<file path="src/rtl/execute_stage.sv">
// RV32I execute stage: operand forwarding, ALU, branch
// resolution and the EX/MEM pipeline register.
module execute_stage #(
  parameter int XLEN = 32
) (
  input  logic            clk_i,
  input  logic            rst_ni,
  input  logic            stall_i,
  input  logic            flush_i,
  input  logic            valid_i,
  input  logic [XLEN-1:0] pc_i,
  input  logic [XLEN-1:0] rs1_data_i,
  input  logic [XLEN-1:0] rs2_data_i,
  input  logic [XLEN-1:0] imm_i,
  input  logic [1:0]      sel_rs1_src_i,
  input  logic [1:0]      sel_rs2_src_i,
  input  logic [XLEN-1:0] mem_fwd_data_i,
  input  logic [XLEN-1:0] wb_fwd_data_i,
  input  logic [3:0]      alu_op_i,
  input  logic            alu_a_pc_i,
  input  logic            alu_b_imm_i,
  input  logic            branch_i,
  input  logic [2:0]      branch_op_i,
  input  logic [4:0]      sel_rd_i,
  input  logic            reg_write_i,
  input  logic            mem_read_i,
  input  logic            mem_write_i,
  output logic            branch_taken_o,
  output logic [XLEN-1:0] branch_target_o,
  output logic            ex_mem_valid_o,
  output logic [XLEN-1:0] ex_mem_alu_result_o,
  output logic [XLEN-1:0] ex_mem_store_data_o,
  output logic [4:0]      ex_mem_sel_rd_o,
  output logic            ex_mem_reg_write_o,
  output logic            ex_mem_mem_read_o,
  output logic            ex_mem_mem_write_o
);

  localparam int SHW = $clog2(XLEN);

  localparam logic [1:0] FU_SRC_REG = 2'd0;
  localparam logic [1:0] FU_SRC_MEM = 2'd1;
  localparam logic [1:0] FU_SRC_WB  = 2'd2;

  logic [XLEN-1:0] fwd_rs1;
  logic [XLEN-1:0] fwd_rs2;
  logic [XLEN-1:0] op_a;
  logic [XLEN-1:0] op_b;
  logic [XLEN-1:0] alu_res;
  logic [SHW-1:0]  shamt;
  logic            cond;

  always_comb begin
    fwd_rs1 = rs1_data_i;
    case (sel_rs1_src_i)
      FU_SRC_MEM: fwd_rs1 = mem_fwd_data_i;
      FU_SRC_WB:  fwd_rs1 = wb_fwd_data_i;
      FU_SRC_REG: fwd_rs1 = rs1_data_i;
      default:    fwd_rs1 = rs1_data_i;
    endcase
  end

  always_comb begin
    fwd_rs2 = rs2_data_i;
    case (sel_rs2_src_i)
      FU_SRC_MEM: fwd_rs2 = mem_fwd_data_i;
      FU_SRC_WB:  fwd_rs2 = wb_fwd_data_i;
      FU_SRC_REG: fwd_rs2 = rs2_data_i;
      default:    fwd_rs2 = rs2_data_i;
    endcase
  end

  assign op_a  = alu_a_pc_i ? pc_i : fwd_rs1;
  assign op_b  = alu_b_imm_i ? imm_i : fwd_rs2;
  assign shamt = op_b[SHW-1:0];

  always_comb begin
    alu_res = '0;
    case (alu_op_i)
      4'd0:  alu_res = op_a + op_b;
      4'd1:  alu_res = op_a - op_b;
      4'd2:  alu_res = op_a << shamt;
      4'd3:  alu_res = {{(XLEN-1){1'b0}},
                        $signed(op_a) < $signed(op_b)};
      4'd4:  alu_res = {{(XLEN-1){1'b0}}, op_a < op_b};
      4'd5:  alu_res = op_a ^ op_b;
      4'd6:  alu_res = op_a >> shamt;
      4'd7:  alu_res = $signed(op_a) >>> shamt;
      4'd8:  alu_res = op_a | op_b;
      4'd9:  alu_res = op_a & op_b;
      4'd10: alu_res = op_b;
      default: alu_res = '0;
    endcase
  end

  // Branches compare forwarded registers, never the immediate.
  always_comb begin
    cond = 1'b0;
    case (branch_op_i)
      3'b000: cond = fwd_rs1 == fwd_rs2;
      3'b001: cond = fwd_rs1 != fwd_rs2;
      3'b100: cond = $signed(fwd_rs1) < $signed(fwd_rs2);
      3'b101: cond = $signed(fwd_rs1) >= $signed(fwd_rs2);
      3'b110: cond = fwd_rs1 < fwd_rs2;
      3'b111: cond = fwd_rs1 >= fwd_rs2;
      default: cond = 1'b0;
    endcase
  end

  assign branch_taken_o = valid_i & branch_i & cond
                        & ~stall_i & ~flush_i;
  assign branch_target_o = pc_i + imm_i;

  always_ff @(posedge clk_i or negedge rst_ni) begin
    if (!rst_ni) begin
      ex_mem_valid_o      <= 1'b0;
      ex_mem_alu_result_o <= '0;
      ex_mem_store_data_o <= '0;
      ex_mem_sel_rd_o     <= '0;
      ex_mem_reg_write_o  <= 1'b0;
      ex_mem_mem_read_o   <= 1'b0;
      ex_mem_mem_write_o  <= 1'b0;
    end else if (flush_i) begin
      ex_mem_valid_o      <= 1'b0;
      ex_mem_reg_write_o  <= 1'b0;
      ex_mem_mem_read_o   <= 1'b0;
      ex_mem_mem_write_o  <= 1'b0;
    end else if (!stall_i) begin
      ex_mem_valid_o      <= valid_i;
      ex_mem_alu_result_o <= alu_res;
      ex_mem_store_data_o <= fwd_rs2;
      ex_mem_sel_rd_o     <= sel_rd_i;
      ex_mem_reg_write_o  <= reg_write_i & valid_i
                           & (sel_rd_i != 5'd0);
      ex_mem_mem_read_o   <= mem_read_i & valid_i;
      ex_mem_mem_write_o  <= mem_write_i & valid_i;
    end
  end

endmodule

</file>
<file path="config.mk">
export PLATFORM = sky130hd
export DESIGN_NAME = execute_stage
export DESIGN_NICKNAME = d
export VERILOG_FILES = /design/src/rtl/execute_stage.sv
export SDC_FILE = /design/constraint.sdc
export NUM_CORES = 1
export LEC_CHECK = 0
export CAP_MARGIN = 40
export CELL_PAD_IN_SITES_DETAIL_PLACEMENT = 1
export CELL_PAD_IN_SITES_GLOBAL_PLACEMENT = 1
export CORE_ASPECT_RATIO = 1.1
export CORE_MARGIN = 2
export CORE_UTILIZATION = 39
export CTS_CLUSTER_SIZE = 25
export DETAILED_ROUTE_END_ITERATION = 10
export GPL_TIMING_DRIVEN = 0
export PLACE_DENSITY_LB_ADDON = 0.1
export SYNTH_ARGS = -nofsm -noshare
export SYNTH_HDL_FRONTEND = slang
export SYNTH_SLANG_ARGS = --single-unit
</file>
<file path="constraint.sdc">
create_clock -name clk_i -period 11.3 [get_ports clk_i]
set_clock_uncertainty 0.2 [all_clocks]
set_input_delay 3.39 -clock clk_i [delete_from_list [all_inputs] [get_ports clk_i]]
set_output_delay 3.39 -clock clk_i [all_outputs]
set_load 0.03 [all_outputs]
</file>
==> flow_summary.yaml <==
outcome:
  status: "finished with violations"
  violations: "negative setup slack"
routing:
  drc: 0
  wl_mm: 110.7
  vias: 22230
  via_per_inst: 7.163
  drt_pass1_iterations: 8
  ant_nets: 0
  drtIter0Drc: 3016
  wl_per_cell_um: 35.68
final_layout:
  area_growth_pct: 29.23
  final_cell_mix: "322 x clkdlybuf4s50_1, 250 x nand2_1, 186 x nor2_1"
  final_common_cell: "clkdlybuf4s50_1"
  drive_gt1_frac: 0.09119
  postLayoutCoreUtil: 0.5135
  nets: 2969
floorplanning:
  row_count: 77
  die_h_um: 216.7
  dieArea_um2: 42770
  fp.coreArea_um2: 40370
  start_util: 0.3974
  design.portCount: 325
  die_x_um: 197.4
timing:
  worst_pin_slew_ps: 1038
  finalCritPeriodShare: 1.000
  drv_slew: 0
  layout_setup_ws_ps: -2.689
  hold_ws_ps: 272.4
  rsz0062_at_grt: "true"
  fmax_mhz: 88.47
  report.final.setup_viol: 1
  final_hold_viol_count: 0
  relSlewSlack: 0.3004
  min_period_ps: 11300
global_routing:
  grt_max_degree: 48
  antenna_found_initial: 5
  grt_pass1_vias: 22690
  grt_pass1_wl_mm: 155.9
  grt_usage: 0.5034
  grt-ovfl-total: 0
worst_setup_path:
  path_class: "input pin to output pin"
  startpoint_type: "input pin"
  cpMostUsedCell: "a21o_1"
  critical_path.cell_chain: "clkdlybuf4s50_1, inv_1, ha_2, buf_6, buf_4, a221o_1, o21ai_0, ha_1, a21o_1, a21o_1, a21o_1, a21o_1, a21oi_2, o211ai_1, nor3_2, buf_4, mux2i_2, nor2_1, a211oi_2, buf_4"
  arrival_ps: 7710
  critPathBufInv: 6
  worst_path_dominant_cell_family: "compound AO/OA/AOI/OAI gates"
  critical_path.max_stage_delay_ps: 500
  cp_max_fo: 10
  required_ps: 7710
  critPathCaptureType: "output pin"
  critPathSlowestCell: "clkdlybuf4s50_1"
cts:
  path_clk_slew_ps: 80
  clock_latency_ps: 400
  cts_tree: "yes"
  root_buffer: "clkbuf_16"
  htreeDepth: 3
  cts_sinks: 73
  cts_buffers: 9
  max-clock-path-buffers: 2
  cts_hold_buf: 0
synthesis:
  ys_ff_latch: 73
  ys_dominant_reg_cell: "dfrtp_1"
  yosys_warnings: 0
  synth.distinct_cells: 91
  async_flop_share: 1.000
  ys_seq_area_frac: 0.1139
  synth-edff-count: 0
  avgSynthCellArea_um2: 7.252
  syn-num-nets: 2598
  syn-cell-area_um2: 16040
  netlist_instances: 2212
power:
  powerDensity_nw_per_um2: 129.2
  irDropWorstVdd_mv: 0.08443
  leakage_uw: 0.008744
min_path:
  hp-class: "register to register"
place:
  routabilityCongestion: 1.117
  dp_hpwl_mm: 89.17
  io_buffers: 324
  pre_cts_ws_ps: -1746
job:
  maxCapViolations: 0
worst min-delay path: cells and delay by family, from the launching register on:
kind / cells / cell delay, ps
and+or+nand+nor: 2 / 100
DFF: 1 / 350
area by class of cell:
cell class,count,area [µm²]
Multi-Input combinational cell,1877,13180
Clock inverter,7,98.84
Sequential cell,73,1827
Buffer,152,765.7
Antenna cell,2,5.005
Tap cell,513,641.9
Fill cell,5065,19640
Inverter,110,421.7
Clock buffer,9,225.2
Timing Repair Buffer,360,3566
state kept, by name, summed over array words and instances (netlist names):
signal               count
ex_mem_sel_rd_o          5
ex_mem_store_data_o     32
ex_mem_mem_write_o       1
ex_mem_reg_write_o       1
ex_mem_alu_result_o     32
ex_mem_mem_read_o        1
ex_mem_valid_o           1
cell families (layout without fill, tap and decap cells):
family | after synthesis | after routing | share of synthesized area
adders and majority gates | 167 | 167 | 0.1317
xor gates and xnor gates | 48 | 48 | 0.02621
muxes | 159 | 159 | 0.1054
and+or+nand+nor | 663 | 663 | 0.1855
other | 0 | 2 | 0
buffers and inverters | 262 | 638 | 0.06942
DFF | 73 | 73 | 0.1139
AOI/OAI and AO/OA | 840 | 840 | 0.3680
final timing paths:
kind,start,end,slack (ps),cells past startpoint
setup / recovery,sel_rs2_src_i[0],branch_taken_o,-3,20
hold / removal,ex_mem_alu_result_o[4]$_DFFE_PN0P_,ex_mem_alu_result_o[4]$_DFFE_PN0P_,270,2
setup reg to reg,ex_mem_alu_result_o[26]$_DFFE_PN0P_,ex_mem_alu_result_o[26]$_DFFE_PN0P_,8760,8
hold reg to reg,ex_mem_alu_result_o[4]$_DFFE_PN0P_,ex_mem_alu_result_o[4]$_DFFE_PN0P_,270,2
max in group asynchronous,rst_ni,ex_mem_store_data_o[30]$_DFFE_PN0P_,7510,2
min in group asynchronous,rst_ni,ex_mem_alu_result_o[13]$_DFFE_PN0P_,2710,1
cells in the mapped netlist, types with 14 or more instances:
| master | instances | area (µm²) |
|---|---|---|
| o21bai_1 | 17 | 127.6 |
| nand2_1 | 250 | 938.4 |
| o221a_2 | 18 | 202.7 |
| a21oi_1 | 168 | 840.8 |
| a22oi_1 | 22 | 165.2 |
| clkbuf_1 | 94 | 352.8 |
| a31oi_1 | 20 | 125.1 |
| nor3_1 | 49 | 245.2 |
| ha_1 | 164 | 2052 |
| a221oi_1 | 25 | 219.0 |
| o221ai_1 | 20 | 175.2 |
| nand3_1 | 32 | 160.2 |
| o21ai_0 | 172 | 860.8 |
| a22o_1 | 44 | 385.4 |
| buf_2 | 33 | 165.2 |
| o21a_1 | 16 | 120.1 |
| mux2_2 | 39 | 439.2 |
| a21o_1 | 33 | 247.7 |
| xnor2_1 | 38 | 332.8 |
| nand2b_1 | 58 | 362.9 |
| o21ai_1 | 23 | 115.1 |
| a221o_1 | 34 | 340.3 |
| o31ai_1 | 14 | 105.1 |
| nor2b_1 | 18 | 112.6 |
| o22ai_1 | 25 | 156.4 |
| a211oi_1 | 38 | 285.3 |
| dfrtp_1 | 73 | 1827 |
| inv_1 | 92 | 345.3 |
| nor2_1 | 186 | 698.2 |
| mux2i_1 | 114 | 1141 |
| o221ai_2 | 14 | 210.2 |
| o211ai_1 | 39 | 292.8 |
what timing repair did:
| action | 4_1_cts | 5_1_grt |
|---|---|---|
| gates resized for setup | 43 | 34 |
| pin swaps | 1 | 2 |
| buffers inserted | 1 | 6 |
| gates cloned | 0 | 0 |
| endpoints found under the setup margin | 4 | 4 |
report_power, final:
group	switching (µW)	internal (µW)
sequential	36.9	304
combinational	1290	675
clock	173	196
total	1500	1170
routing by layer:
layer  wire length (µm)  GRT usage  vias to the layer above
li1                   -          -                     9050
met3              12820     0.1525                      582
met2              46960     0.7690                     1836
met5                 13          0                        -
met4              11760     0.4424                        2
met1              39170     0.5673                    10760
per-stage QoR:
stage	power (µW)	cell area [µm²]	TNS, ps	cells
finish	2678	20730	-2.689	3103
global route	2732	20720	-42.64	3101
CTS	2556	20560	-109.3	3088
detailed placement	2178	20140	-2041	3071
global placement	2130	19930	-2565	3049
floorplan	1405	16040	0	2212
No activity file was read; power rests on OpenSTA's default activity.
